===== src/rtl/evaluate_pst.sv =====
// rtl/evaluate_pst.sv - multi-cycle material plus piece-square board evaluator.
`ifndef PIECE_BITS
`define PIECE_BITS 4
`endif

module evaluate_pst #(
  parameter int PIECE_WIDTH       = `PIECE_BITS,
  parameter int BOARD_WIDTH       = PIECE_WIDTH * 64,
  parameter int EVAL_WIDTH        = 22,
  parameter int SQUARES_PER_CYCLE = 8,
  parameter int PAWN_ADVANCE      = 10,
  parameter int CENTRE_BONUS      = 20,
  parameter bit SIDE_RELATIVE     = 1'b0
) (
  input  logic                         clk,
  input  logic                         reset_n,
  input  logic                         board_valid,
  input  logic [BOARD_WIDTH-1:0]       board_in,
  input  logic                         white_to_move_in,
  output logic                         ready,
  output logic signed [EVAL_WIDTH-1:0] eval,
  output logic                         eval_valid
);

  // Wide enough that 64 kings of one colour cannot overflow, whatever EVAL_WIDTH is.
  localparam int ACC_WIDTH = (EVAL_WIDTH + 4 > 24) ? EVAL_WIDTH + 4 : 24;
  localparam int KW        = PIECE_WIDTH - 1;
  localparam int SHIFT     = SQUARES_PER_CYCLE * PIECE_WIDTH;

  localparam logic [KW-1:0] T_PAWN = KW'(1);
  localparam logic [KW-1:0] T_KNIT = KW'(2);
  localparam logic [KW-1:0] T_BISH = KW'(3);
  localparam logic [KW-1:0] T_ROOK = KW'(4);
  localparam logic [KW-1:0] T_QUEN = KW'(5);
  localparam logic [KW-1:0] T_KING = KW'(6);

  localparam logic [5:0] STEP     = 6'(SQUARES_PER_CYCLE);
  localparam logic [5:0] LAST_IDX = 6'(64 - SQUARES_PER_CYCLE);

  localparam logic signed [ACC_WIDTH-1:0] EVAL_MAX =
    {{(ACC_WIDTH-EVAL_WIDTH+1){1'b0}}, {(EVAL_WIDTH-1){1'b1}}};
  localparam logic signed [ACC_WIDTH-1:0] EVAL_MIN =
    {{(ACC_WIDTH-EVAL_WIDTH+1){1'b1}}, {(EVAL_WIDTH-1){1'b0}}};

  typedef enum logic [1:0] {IDLE, SCAN, DONE} state_t;

  state_t                        state, state_next;
  logic [BOARD_WIDTH-1:0]        board_q;
  logic                          white_to_move_q;
  logic [5:0]                    idx;
  logic signed [ACC_WIDTH-1:0]   acc;
  logic signed [ACC_WIDTH-1:0]   slice_sum;
  logic signed [ACC_WIDTH-1:0]   oriented;
  logic signed [ACC_WIDTH-1:0]   saturated;

  function automatic logic signed [ACC_WIDTH-1:0] term(
    input logic [PIECE_WIDTH-1:0] piece,
    input logic [5:0]             sq
  );
    logic [KW-1:0] kind;
    logic          black;
    int            row, col, adv, v;
    kind  = piece[KW-1:0];
    black = piece[PIECE_WIDTH-1];
    row   = int'(sq[5:3]);
    col   = int'(sq[2:0]);
    adv   = black ? 6 - row : row - 1;
    if (adv < 0) adv = 0;
    case (kind)
      T_PAWN:  v = 100 + adv * PAWN_ADVANCE;
      T_KNIT:  v = 310;
      T_BISH:  v = 320;
      T_ROOK:  v = 500;
      T_QUEN:  v = 900;
      T_KING:  v = 10000;
      default: v = 0;
    endcase
    if ((kind == T_KNIT || kind == T_BISH) && (row == 3 || row == 4) && (col == 3 || col == 4))
      v = v + CENTRE_BONUS;
    if (black) v = -v;
    return ACC_WIDTH'(v);
  endfunction

  // The latched board is shifted down each scan cycle, so the current slice is always the low squares.
  always_comb begin
    slice_sum = '0;
    for (int k = 0; k < SQUARES_PER_CYCLE; k++)
      slice_sum = slice_sum + term(board_q[k*PIECE_WIDTH +: PIECE_WIDTH], idx + 6'(k));
  end

  always_comb begin
    oriented = (SIDE_RELATIVE && !white_to_move_q) ? -acc : acc;
    if (oriented > EVAL_MAX)
      saturated = EVAL_MAX;
    else if (oriented < EVAL_MIN)
      saturated = EVAL_MIN;
    else
      saturated = oriented;
  end

  always_ff @(posedge clk or negedge reset_n) begin
    if (!reset_n) state <= IDLE;
    else          state <= state_next;
  end

  always_comb begin
    state_next = state;
    case (state)
      IDLE:    if (board_valid) state_next = SCAN;
      SCAN:    if (idx == LAST_IDX) state_next = DONE;
      DONE:    state_next = IDLE;
      default: state_next = IDLE;
    endcase
  end

  always_comb begin
    ready = (state == IDLE);
  end

  always_ff @(posedge clk or negedge reset_n) begin
    if (!reset_n) begin
      board_q         <= '0;
      white_to_move_q <= 1'b0;
      idx             <= '0;
      acc             <= '0;
      eval            <= '0;
      eval_valid      <= 1'b0;
    end else begin
      eval_valid <= 1'b0;
      case (state)
        IDLE: if (board_valid) begin
          board_q         <= board_in;
          white_to_move_q <= white_to_move_in;
          idx             <= '0;
          acc             <= '0;
        end
        SCAN: begin
          acc     <= acc + slice_sum;
          idx     <= idx + STEP;
          board_q <= board_q >> SHIFT;
        end
        DONE: begin
          eval       <= saturated[EVAL_WIDTH-1:0];
          eval_valid <= 1'b1;
        end
        default: ;
      endcase
    end
  end

endmodule


===== config.mk =====
export PLATFORM = sky130hd
export DESIGN_NAME = evaluate_pst
export DESIGN_NICKNAME = d
export VERILOG_FILES = /design/src/rtl/evaluate_pst.sv
export SDC_FILE = /design/constraint.sdc
export NUM_CORES = 1
export LEC_CHECK = 0
export CORE_ASPECT_RATIO = 1.4
export CORE_MARGIN = 5
export CORE_UTILIZATION = 52
export DETAILED_ROUTE_END_ITERATION = 12
export GPL_TIMING_DRIVEN = 0
export PLACE_DENSITY = 0.75
export SLEW_MARGIN = 30
export SYNTH_ARGS = -nofsm -noshare
export SYNTH_HDL_FRONTEND = slang
export SYNTH_SLANG_ARGS = --single-unit

===== constraint.sdc =====
create_clock -name clk -period 20.9 [get_ports clk]
set_clock_uncertainty 0.2 [all_clocks]
set_input_delay 2.09 -clock clk [delete_from_list [all_inputs] [get_ports clk]]
set_output_delay 2.09 -clock clk [all_outputs]
set_load 0.01 [all_outputs]

==> flow_summary.toml <==
[worst_setup_path]
crit_top_cell = "ha_1"
crit_path_max_fanout = 10
end_kind = "flip-flop"
cp.arrival_ps = 10860
cp.required_ps = 21070
critPathKind = "reg2reg"
critPathMaxStageDelay_ps = 640
critPathLaunchType = "flip-flop"
crit_path_top_delay_cell = "nor4_1"

[detailed_routing]
num_vias = 22100
drtIter0Drc = 1682
routed_via_density = 5.95
drt-pass1-iter-count = 6
ant_nets = 0
wl_um = 85800
post_drt_wl_per_cell_um = 23.1
drcViolationCount = 0

[timing]
setup_violations = 0
hold_viol_final = 0
period_share_pct = 51.2
fmax_ghz = 0.0935
drv_slew = 0
relSlewSlack_pct = 28.6
rsz0062_at_grt = "false"
hold_slack_ps = 264
fin_crit_ps = 10690
worst-slew-pin-transition_ps = 1070
setup_tns_ps = 0

[floorplan]
coreArea_um2 = 45800
die_h_um = 264
pin_count = 284
rows = 93
start_util_pct = 52.4
die_area_um2 = 50600
die_w_um = 192

[yosys]
synth.distinct_cells = 82
synth_area_um2 = 24000
synth_area_leader_cell = "dfrtp_1"
async_flop_share_pct = 100
synthTopCellsByArea = "dfrtp_1, fa_1, o21ai_0"
yosys_warnings = 0
synth_seq_area_share_pct = 32.2
ys.flop_type = "dfrtp_1"
synth_cells = 2753
yosysTopAreaCellShare_pct = 32.2
synth_edf_count = 0
avgSynthCellArea_um2 = 8.72
mappedNetlistNets = 3242
ys_ff_latch = 309

[clock_tree]
cts_resized = 0
clk_latency_ps = 540
clk_pin_slew_worst_paths_ps = 70
cts_hold_buffers = 0
h-tree-depth = 2
cts_root_buffer = "clkbuf_16"
cts_buffers = 34
cts_sinks = 309
cts_setup_buffers = 0
cts_tree = "built"
cts_max_path_buffers = 3

[grt]
grt_antenna_before_repair = 6
grt_first_pass_wirelength_um = 132000
grtUsageTotal_pct = 33.9
grt_overflow = 0
grt_max_degree = 85
grt_pass1_vias = 23100

[job]
drv_cap = 0

[place]
hpwl_um = 70100
io_buffer_count = 282
gp_congestion = 1.02

[final_layout]
regArea_um2 = 7730
fillers = 4015
multi_input_area_um2 = 14500
drive_above_1_share_pct = 3.42
antenna-diode-count = 0
nets = 3563
area_growth_pct = 20.4

[hold_path]
hold_path.class = "reg2reg"

[status]
outcome = "finished, final reports clean"
## layout by cell type (no fill, tap or decap), types with 8 or more instances in the layout
master / synthesis / layout
or3_1: 15 / 15
o21a_1: 14 / 14
fa_1: 156 / 156
a21o_1: 15 / 15
a31oi_1: 13 / 13
ha_1: 73 / 73
mux2i_1: 18 / 18
nand2b_1: 25 / 25
inv_1: 231 / 231
o22ai_1: 16 / 16
and3b_1: 182 / 182
buf_1: 14 / 14
a22o_1: 43 / 43
nor4_1: 12 / 12
clkbuf_1: 186 / 190
xnor2_1: 61 / 61
a22oi_1: 44 / 44
nor3_1: 22 / 22
nand2_1: 372 / 372
o31a_1: 8 / 8
xor2_1: 30 / 30
o21ai_0: 326 / 326
o31ai_1: 17 / 17
dfrtp_1: 309 / 309
clkbuf_16: 0 / 35
and3_1: 9 / 9
nand3_1: 32 / 32
clkdlybuf4s50_1: 0 / 281
nor2b_1: 29 / 29
a21oi_1: 257 / 257
nor2_1: 71 / 71
nor3b_1: 8 / 8
## final timing paths
check	from	to	slack (ps)	cells after the start
max reg2reg	idx[3]$_DFFE_PN0P_	acc[20]$_DFFE_PN0P_	10210	33
min	eval[6]$_DFFE_PN0P_	eval[6]$_DFFE_PN0P_	260	2
min reg2reg	eval[6]$_DFFE_PN0P_	eval[6]$_DFFE_PN0P_	260	2
max in group asynchronous	reset_n	board_q[118]$_DFFE_PN0P_	17970	3
max	idx[3]$_DFFE_PN0P_	acc[20]$_DFFE_PN0P_	10210	33
min in group asynchronous	reset_n	board_q[241]$_DFFE_PN0P_	1290	1
## area by class of cell
type | instances | area share, %
Sequential cell | 309 | 26.7
Tap cell | 617 | 2.67
Inverter | 237 | 3.08
Multi-Input combinational cell | 1994 | 50.2
Clock inverter | 15 | 0.870
Buffer | 213 | 2.96
Clock buffer | 45 | 3.37
Timing Repair Buffer | 285 | 10.1
## sequential cells by signal, indices dropped and copies added (netlist names)
name	cells
acc	25
board_q	256
eval	22
eval_valid	1
idx	3
state	2
## layer usage
| layer | share of wire [%] | track usage [%] | vias to the layer above |
|---|---|---|---|
| met1 | 35 | 37.6 | 10700 |
| met2 | 50 | 58.5 | 977 |
| met3 | 6.0 | 4.80 | 314 |
| met5 | 0.055 | 0 | - |
| li1 | - | - | 10100 |
| met4 | 9.5 | 25.2 | 6 |
## per-stage QoR
step / util (%) / setup slack (ps) / cell area, um^2 / cells
4_1_cts: 63.1 / 10470 / 28900 / 3715
3_5_place_dp: 60.4 / 10540 / 27700 / 3655
3_3_place_gp: 60.2 / 4420 / 27600 / 3652
6_report: 63.1 / 10210 / 28900 / 3715
5_1_grt: 63.1 / 9890 / 28900 / 3715
2_1_floorplan: - / 12600 / 24000 / 2753
## cell usage after synthesis (13+ instances only)
master,n
xor2_1,30
ha_1,73
a22o_1,43
a31oi_1,13
nor2b_1,29
and3b_1,182
or3_1,15
nor3_1,22
o21ai_0,326
nor2_1,71
o22ai_1,16
o21a_1,14
a21oi_1,257
nand2b_1,25
a22oi_1,44
inv_1,231
buf_1,14
dfrtp_1,309
a21o_1,15
clkbuf_1,186
xnor2_1,61
nand3_1,32
o31ai_1,17
nand2_1,372
mux2i_1,18
fa_1,156
## logic make-up (layout without fill, tap and decap cells)
family          Yosys count  after routing  share of synthesized area, %
fa+ha+maj               229            229                          16.8
simple gates            812            812                          18.4
mux                      24             24                          1.08
flops                   309            309                          32.2
compound gates          838            838                          20.9
buf+inv                 450            795                          7.27
xor+xnor                 91             91                          3.32
## critical path, delay by kind of cell (launching register included)
kind	cells	cell delay (ps)
fa+ha+maj	9	3650
compound gates	9	2730
buf+inv	7	1410
simple gates	5	1380
flops	1	550
mux	2	420
xor+xnor	1	150
Power is not shown: default switching activity piles up to over one toggle a cycle in this logic, so the estimate is an artifact.
